`src/rtl/sc_fifo_wr_arb.sv`:
```
`default_nettype none
// ============================================================================
// Module      : sc_fifo_wr_arb
// Description : Round-robin write arbiter sharing one single-clock FIFO write
//               port among NREQ producers. A grant lasts for up to BURST
//               accepted words or until the owner flags its last word. Writes
//               stall on FIFO full; new grants wait while almost-full is set.
// Revision    : 1.0 - initial release
// ============================================================================
module sc_fifo_wr_arb #(
    parameter int DW    = 8,
    parameter int NREQ  = 4,
    parameter int BURST = 4
) (
    input  logic                      clk,
    input  logic                      rst,
    input  logic                      clr,
    input  logic [NREQ-1:0]           req,
    input  logic [NREQ*DW-1:0]        req_data,
    input  logic [NREQ-1:0]           req_last,
    output logic [NREQ-1:0]           ack,
    output logic [DW-1:0]             fifo_din,
    output logic                      fifo_we,
    input  logic                      fifo_full,
    input  logic                      fifo_full_n,
    output logic [$clog2(NREQ)-1:0]   grant_id,
    output logic                      busy
);

    localparam int CW = $clog2(BURST + 1);
    localparam int IW = $clog2(NREQ);

    // After reset the pointer sits on the highest index so producer 0 wins first.
    localparam logic [IW-1:0] c_rr_init   = IW'(NREQ - 1);
    localparam logic [CW-1:0] c_burst_max = CW'(BURST);

    typedef enum logic [0:0] {
        ST_IDLE = 1'b0,
        ST_XFER = 1'b1
    } state_t;

    state_t          r_state;
    state_t          w_state_nxt;
    logic [IW-1:0]   r_owner;
    logic [IW-1:0]   w_owner_nxt;
    logic [IW-1:0]   r_rr_ptr;
    logic [IW-1:0]   w_rr_nxt;
    logic [CW-1:0]   r_cnt;
    logic [CW-1:0]   w_cnt_nxt;
    logic [CW-1:0]   w_cnt_inc;

    logic [IW-1:0]   w_cand [NREQ];
    logic [IW-1:0]   w_pick;
    logic            w_any_req;
    logic            w_owner_req;
    logic            w_owner_last;
    logic [DW-1:0]   w_owner_data;
    logic            w_live;

    // Candidate k is the producer k+1 places after the last owner, modulo NREQ.
    for (genvar k = 0; k < NREQ; k++) begin : g_cand
        logic [IW:0] w_sum;
        assign w_sum     = {1'b0, r_rr_ptr} + (IW+1)'(k + 1);
        assign w_cand[k] = (w_sum >= (IW+1)'(NREQ)) ? IW'(w_sum - (IW+1)'(NREQ))
                                                    : IW'(w_sum);
    end

    // Nearest requesting candidate wins; scanning far-to-near lets the nearest overwrite.
    always_comb begin
        w_pick = '0;
        for (int k = NREQ - 1; k >= 0; k--) begin
            if (req[w_cand[k]]) begin
                w_pick = w_cand[k];
            end
        end
    end

    assign w_any_req = |req;

    // Select the current owner's request, last flag and data.
    always_comb begin
        w_owner_req  = 1'b0;
        w_owner_last = 1'b0;
        w_owner_data = '0;
        for (int i = 0; i < NREQ; i++) begin
            if (r_owner == IW'(i)) begin
                w_owner_req  = req[i];
                w_owner_last = req_last[i];
                w_owner_data = req_data[i*DW +: DW];
            end
        end
    end

    // A reset or clear cycle must never produce a write, even mid-burst.
    assign w_live    = rst & ~clr;
    assign busy      = (r_state == ST_XFER);
    assign fifo_we   = w_live & busy & w_owner_req & ~fifo_full;
    assign fifo_din  = fifo_we ? w_owner_data : '0;
    assign grant_id  = r_owner;
    assign w_cnt_inc = r_cnt + CW'(1);

    for (genvar i = 0; i < NREQ; i++) begin : g_ack
        assign ack[i] = fifo_we & (r_owner == IW'(i));
    end

    // Next-state logic: grant in IDLE, count accepted words in XFER.
    always_comb begin
        w_state_nxt = r_state;
        w_owner_nxt = r_owner;
        w_rr_nxt    = r_rr_ptr;
        w_cnt_nxt   = r_cnt;
        case (r_state)
            ST_IDLE: begin
                if (w_any_req && !fifo_full_n) begin
                    w_state_nxt = ST_XFER;
                    w_owner_nxt = w_pick;
                    w_rr_nxt    = w_pick;
                    w_cnt_nxt   = '0;
                end
            end
            ST_XFER: begin
                if (!w_owner_req) begin
                    w_state_nxt = ST_IDLE;
                end else if (!fifo_full) begin
                    w_cnt_nxt = w_cnt_inc;
                    if (w_owner_last || (w_cnt_inc == c_burst_max)) begin
                        w_state_nxt = ST_IDLE;
                    end
                end
            end
            default: begin
                w_state_nxt = ST_IDLE;
            end
        endcase
    end

    // State registers; clear behaves exactly like reset.
    always_ff @(posedge clk) begin
        if (!rst || clr) begin
            r_state  <= ST_IDLE;
            r_owner  <= '0;
            r_rr_ptr <= c_rr_init;
            r_cnt    <= '0;
        end else begin
            r_state  <= w_state_nxt;
            r_owner  <= w_owner_nxt;
            r_rr_ptr <= w_rr_nxt;
            r_cnt    <= w_cnt_nxt;
        end
    end

    a_no_we_when_full: assert property (@(posedge clk) disable iff (!rst)
        !(fifo_we && fifo_full));
    a_ack_onehot0: assert property (@(posedge clk) disable iff (!rst)
        $onehot0(ack));
    a_ack_needs_busy: assert property (@(posedge clk) disable iff (!rst)
        (ack != '0) |-> busy);

endmodule
`default_nettype wire

```
`config.mk`:
```
export PLATFORM = sky130hd
export DESIGN_NAME = sc_fifo_wr_arb
export DESIGN_NICKNAME = d
export VERILOG_FILES = /design/src/rtl/sc_fifo_wr_arb.sv
export SDC_FILE = /design/constraint.sdc
export NUM_CORES = 1
export LEC_CHECK = 0
export BUFFER_PORTS_ARGS = -buffer_cell sky130_fd_sc_hd__buf_2
export CAP_MARGIN = 20
export CORE_ASPECT_RATIO = 1.25
export CORE_MARGIN = 2
export CORE_UTILIZATION = 42
export CTS_CLUSTER_DIAMETER = 50
export CTS_CLUSTER_SIZE = 24
export DETAILED_ROUTE_END_ITERATION = 6
export PLACE_DENSITY = 0.85
export SYNTH_ARGS = -nofsm -noshare
export SYNTH_HDL_FRONTEND = slang
export SYNTH_SLANG_ARGS = --single-unit
```
`constraint.sdc`:
```
create_clock -name clk -period 2.3 [get_ports clk]
set_input_delay 0.23 -clock clk [delete_from_list [all_inputs] [get_ports clk]]
set_output_delay 0.23 -clock clk [all_outputs]
set_load 0.02 [all_outputs]
```
==> impl_results.md, run 1 <==
* Placed Area at 1144 µm²
* Total grt overflow at 0
* Critical path class: reg2out
* Vias/cell at roughly 5.7
* Commonest cells in the netlist: and3_1 (9), mux4_2 (9), dfxtp_1 (8), nand3b_1 (6), a21oi_1 (5)
* Fin area at ~1200 µm²
* Top FF cell, synth: dfxtp_1
* DR iter-0 viols at 17
* EDFF count, synth at 0
* Critical path endpoint category: primary output
* Maximum clock rate at 464.3 MHz
* Unrepaired setup endpoints after global routing: no
* Drt drc at 0
* Hpwl dp at roughly 2000 µm
* CTS sink cnt at 8
* Core box area at 1937 µm²
* CP Launch Type: flip-flop
* Fin cells at approximately 170
* Seq/Total Area, Yosys at about a fifth
* Cells after Synth at 87
* Syn nets at 134
* Final Core Density at 60.27%
* Yosys top cell by area: mux4_2
* Buffers on Ports at 60
* Final Hold Vio Count at 0
* Via count at 934
* H-tree levels at 1
* Req. time, crit path at 2.07 ns
* Crit path DAT at 1.92 ns
* Starting Density at between 40% and 50%
* Clk_lat worst skew at 0.24 ns
* TritonCTS buffer count at 3
* Status: finished clean
* GRT Total Usage at approximately a fifth
* Synthesized cell area at between 800 and 900 µm²
* Worst-margin pin slew at 0.4613 ns
* #FFs+latches synth at 8
* Min-delay worst type: in2reg
* Post-Place Cells at 162
* Post-CTS Setup Inserts at 0
* Worst IR Drop VDD at 0.3163 mV
* P_leak at about 0.00057 µW
* Hold slack at 0.2821 ns
* Initial antenna violation count at 0
* Synth async-reset ratio at 0%
* Ant diodes at 0
* YS warnings at 0
* Power Dens Cells at just over 300 nW/µm²
* Row count at 18
* Post-cts sizing count at 0
* Vias in the first global route at roughly 860
* Placer Congestion at 0.8883
* Die Wd at 44.17 µm
* Buffers from clock root to sink, at most at 2
* Reg clk slew, reported paths at approximately 0.05 ns
* Wire per inst at roughly 14 µm
* Area share of the largest cell type after synthesis at 23.93%
* Crit path max fanout at 15
* Final nets at 194
* Syn avg cell area at between 9 and 10 µm²
* TritonCTS clock tree: done
* Synth cell types at 36
* Max cap viols at 0
* Slew headroom at between 60 and 70%
* Part of the cycle the worst path needs at 93.64%
* Pre-antenna DRT Iters at 4
* Antenna viol nets, final at 0
* Setup TNS at 0 ns
* Share of layout cells above drive strength 1 at 57.93%
* Hold bufs inserted after CTS at 0
* Slew Viols, Final at 0
* Global-route wire length before repair at 3470 µm
* Ranking of synthesized cells by area: mux4_2 (24%), dfxtp_1 (19%), and3_1 (6.6%), nand3b_1 (5.3%), a21oi_1 (3.0%)
* Area delta synth->final at 37.81%
* Final setup viols at 0
* I/O Pins at ~60
* DRT Wirelength at between 2000 and 2500 µm
* Die ar. at 2394 µm²
* Clk_skew at 0.002393 ns
* Crit path time final at 2.154 ns
* CTS root buffer: clkbuf_4
* Die H at between 50 and 60 µm
* Largest net degree at the start of global routing at 19
-- final timing paths --
check	start	to	slack, ns	depth (start not counted)
max	busy	ack[3]	0.15	6
min	fifo_full_n	grant_id[0]	0.28	3
max reg2reg	busy	r_cnt[2]	0.73	4
min reg2reg	r_cnt[0]	r_cnt[0]	0.53	2
-- state kept, by name, summed over array words and instances (netlist names) --
signal	flops
r_rr_ptr	2
r_cnt	3
grant_id	2
busy	1
-- kinds of logic (layout without fill, tap and decap cells) --
group	count (synthesis)	in the layout	synth area share, %
multiplexers	11	11	26.29
XOR/XNOR	1	1	1.034
AND/OR/NAND/NOR	36	36	28.21
adder cells (fa/ha/maj)	2	2	2.954
AO/OA/AOI/OAI	17	17	14.77
flip-flops	8	8	18.91
buffers and inverters	12	70	7.828
-- per-stage QoR --
step / total power [µW] / worst slack (ns)
after floorplan: 215.5 / 0.2734
after global placement: 263.3 / 0.3587
after detailed placement: 266.5 / 0.2860
after CTS: 367.7 / 0.01700
after global routing: 387.8 / 0.01046
final: 361.6 / 0.1463
-- layout make-up --
cell class	count	area [µm²]
clock buffer	3	22.52
sequential	8	161.4
tap	20	25.02
timing repair buffer	63	322.8
fill	170	769.5
multi-input combinational	67	620.6
inverter	4	15.01
-- where the power goes --
part	switching, µW	leakage, µW	internal (µW)
Sequential	6.37	0.0000654	143
Clock	38.4	0.0000138	59.1
Combinational	49.0	0.000496	65.6
-- worst max-delay path, stage by stage, from the launching register on --
cell and delay [ns]:
dfxtp_2 0.43, or3b_4 0.42, o22ai_4 0.32, nand2_2 0.15, inv_2 0.07, and3_1 0.14, buf_2 0.15
-- cell usage in the layout, fill, tap and decap left out --
| cell type | count |
|---|---|
| ha_1 | 2 |
| nor2_1 | 3 |
| mux2i_1 | 2 |
| dfxtp_1 | 7 |
| a31oi_1 | 1 |
| xor2_1 | 1 |
| nor4_1 | 1 |
| nor3b_2 | 2 |
| o221ai_1 | 2 |
| o211ai_1 | 1 |
| buf_4 | 3 |
| inv_2 | 1 |
| o22ai_1 | 1 |
| clkbuf_4 | 3 |
| nand2_2 | 1 |
| a21oi_1 | 5 |
| buf_2 | 60 |
| a2111oi_1 | 1 |
| o21ai_1 | 1 |
| or3_1 | 1 |
| a21oi_2 | 1 |
| nand4b_1 | 1 |
| inv_1 | 3 |
| a211o_1 | 1 |
| nand3b_1 | 6 |
| mux4_2 | 9 |
| or3b_4 | 1 |
| dfxtp_2 | 1 |
| o22ai_4 | 1 |
| nor2b_1 | 2 |
| nand2b_1 | 3 |
| nand3_2 | 1 |
| o21ai_0 | 2 |
| nor3_1 | 2 |
| nand2_1 | 3 |
| and3_1 | 9 |
-- per-layer routing --
metal  wire, µm  track usage (%)  vias up
met5          0                0        -
met4          0            6.566        0
met3        237            3.300        0
met2       1195            38.73       50
met1        860            19.03      427
li1           -                -      457
(Power assumes the default switching activity.)
==> run 2, diff against run 1 <==
Settings changed: BUFFER_PORTS_ARGS -buffer_cell sky130_fd_sc_hd__buf_2 to unset, CORE_MARGIN 2 to unset, DONT_BUFFER_PORTS set to 1, PLACE_DENSITY 0.85 to 0.59.
==> run 2 against run 1 <==
Compared with the run above:
- clock skew is 0.0024 ns higher
- first-iteration DRC count decreased by 35%
- sequential cell count stayed put
- power decreased by 8.8%
- sequential power decreased by 3%
- fmax is 2.4% higher
- wire length fell by 19%
- non-clock buffer count down 56
- critical path type unchanged
- critical endpoint is now ack[0]
- largest power group unchanged
- highest routed layer is now met4
==> impl_results.md, run 2 (synthesis results as in run 1) <==
* Status: finished clean (unchanged)
* Pre-CTS setup slack at 0.4440 ns (was 0.2860 ns)
* Hold depth at 2 (was 3)
* Starting Density at 46.31% (was 43.73%)
* Critical path depth in cells at 6 (unchanged)
* Fillers at 183 (was 170)
* Post-cts sizing count at 0 (unchanged)
* RR Endpoint: busy (was r_cnt[2])
* Pre-antenna DRT Iters at 4 (unchanged)
* Hpwl dp at 1507 µm (was 1951 µm)
* I/O Pins at 61 (unchanged)
* Setup TNS at 0 ns (unchanged)
* CP cell instances: buf_4 -> nand3b_1 -> o22ai_4 -> nand2_2 -> nor3_1 -> buf_4 (was or3b_4 -> o22ai_4 -> nand2_2 -> inv_2 -> and3_1 -> buf_2)
* Flop-to-flop setup slack at 0.66 ns (was 0.73 ns)
* FF-to-FF path depth at 5 (was 4)
* Part of the cycle the worst path needs at 91.42% (was 93.64%)
* Crit path max fanout at 18 (was 15)
* Slowest CP cell: o22ai_4 (was dfxtp_2)
* TritonCTS clock tree: done (unchanged)
* Global-route wire length before repair at 2994 µm (was 3470 µm)
* Largest Register: r_cnt (unchanged)
* Max cap viols at 0 (unchanged)
* Buffers from clock root to sink, at most at 2 (unchanged)
* Crit path time final at 2.103 ns (was 2.154 ns)
* Area delta synth->final at 5.613% (was 37.81%)
* Hold_sp: fifo_full_n (unchanged)
* Slew Viols, Final at 0 (unchanged)
* DR iter-0 viols at 11 (was 17)
* Most common cell on crit path: buf_4
* TritonCTS buffer count at 3 (unchanged)
* Die ar. at 2201 µm² (was 2394 µm²)
* Vias/cell at 6.509 (was 5.661)
* Clk_skew at 0.004753 ns (was 0.002393 ns)
* Initial antenna violation count at 0 (unchanged)
* Slew headroom at 60.00% (was 69.17%)
* Vias in the first global route at 679 (was 864)
* Most frequent cells in the layout: mux4_2 (9), and3_1 (9), dfxtp_1 (8) (was buf_2 (60), mux4_2 (9), and3_1 (9))
* Die Wd at 42.17 µm (was 44.17 µm)
* Critical path endpoint category: primary output (unchanged)
* Ant diodes at 0 (unchanged)
* Worst-margin pin slew at 0.5988 ns (was 0.4613 ns)
* CP Launch Type: flip-flop (unchanged)
* Post-CTS Setup Inserts at 0 (unchanged)
* P_leak at 0.0003345 µW (was 0.0005748 µW)
* Wire per inst at 17.13 µm (was 13.90 µm)
* Hold bufs inserted after CTS at 0 (unchanged)
* Area of the multi-input gates at 620.6 µm² (unchanged)
* Maximum clock rate at 475.6 MHz (was 464.3 MHz)
* H-tree levels at 1 (unchanged)
* CP bufs+invs at 2 (unchanged)
* Max reg flops at 3 (unchanged)
* Largest net degree at the start of global routing at 19 (unchanged)
* PnR worst setup slack at 0.1973 ns (was 0.1463 ns)
* Req. time, crit path at 2.07 ns (about the same)
* Placer Congestion at 0.8794 (was 0.8883)
* Min-delay worst type: in2reg (unchanged)
* CTS sink cnt at 8 (unchanged)
* Row count at 17 (was 18)
* Unrepaired setup endpoints after global routing: no (unchanged)
* Core box area at 1829 µm² (was 1937 µm²)
* Antenna viol nets, final at 0 (unchanged)
* Final nets at 138 (was 194)
* Buffers on Ports at 0 (was 60)
* Via count at 703 (was 934)
* CTS root buffer: clkbuf_4 (unchanged)
* Die H at 52.21 µm (was 54.21 µm)
* Reg clk slew, reported paths at 0.06 ns (was 0.05 ns)
* Critical path class: reg2out (unchanged)
* Final Hold Vio Count at 0 (unchanged)
* DRT Wirelength at 1850 µm (was 2293 µm)
* Final setup viols at 0 (unchanged)
* Total grt overflow at 0 (unchanged)
* Crit path DAT at 1.87 ns (was 1.92 ns)
* Family with the most delay on the worst path: simple AND/OR/NAND/NOR gates (unchanged)
* Delay of the slowest critical-path stage at 0.34 ns (was 0.43 ns)
* Hold EP: grant_id[0] (unchanged)
* GRT Total Usage at 17.93% (was 19.06%)
* Reg area at 160.2 µm² (was 161.4 µm²)
* Clk_lat worst skew at 0.26 ns (was 0.24 ns)
* Power Dens Cells at 368.7 nW/µm² (was 309.8 nW/µm²)
* Reg2reg start: grant_id[0] (was busy)
* Share of layout cells above drive strength 1 at 30.34% (was 57.93%)
* Worst IR Drop VDD at 0.2281 mV (was 0.3163 mV)
* Drt drc at 0 (unchanged)
## run 2: cell count changes in the layout (fill, tap and decap cells not counted), sizes merged
cell  change
buf      -56
## run 2: power breakdown
| part | internal (µW) | switching [µW] |
|---|---|---|
| Sequential | 143 | 3.59 |
| Combinational | 38.4 | 34.5 |
| Clock | 59.9 | 50.9 |
| Total | 241 | 88.9 |
## run 2: area by class of cell
| cell class | count | area share, % |
|---|---|---|
| multi-input combinational | 67 | 69.37 |
| tap | 19 | 2.657 |
| inverter | 4 | 1.678 |
| timing repair buffer | 7 | 5.874 |
| sequential | 8 | 17.90 |
| clock buffer | 3 | 2.517 |
## run 2: metal layers
metal / vias to the layer above / track usage [%] / part of all wire, %
met4: 0 / 7.813 / 0.76
met5: - / 0 / 0
li1: 339 / - / -
met2: 42 / 34.10 / 52
met3: 2 / 5.517 / 10
met1: 320 / 17.63 / 37
## run 2: worst max path at each step
stage / slack, ns / startpoint / end
detailed placement: 0.44 / grant_id[1] / ack[0]
global route: 0.03 / grant_id[1] / ack[1]
finish: 0.20 / grant_id[1] / ack[0]
global placement: 0.52 / grant_id[1] / ack[1]
floorplan: 0.27 / busy / ack[0]
CTS: 0.16 / grant_id[1] / ack[0]
## run 2: metrics by stage
stage	std cells	area (µm²)	util (%)	power, µW	hold slack [ns]
2_1_floorplan	87	847.1	-	215.5	0.3851
3_3_place_gp	105	872.1	47.67	222.4	0.4030
3_5_place_dp	105	872.1	47.67	223.3	0.4111
4_1_cts	108	894.6	48.91	334.7	0.1423
5_1_grt	108	894.6	48.91	349.3	0.1835
6_report	108	894.6	48.91	329.9	0.1481
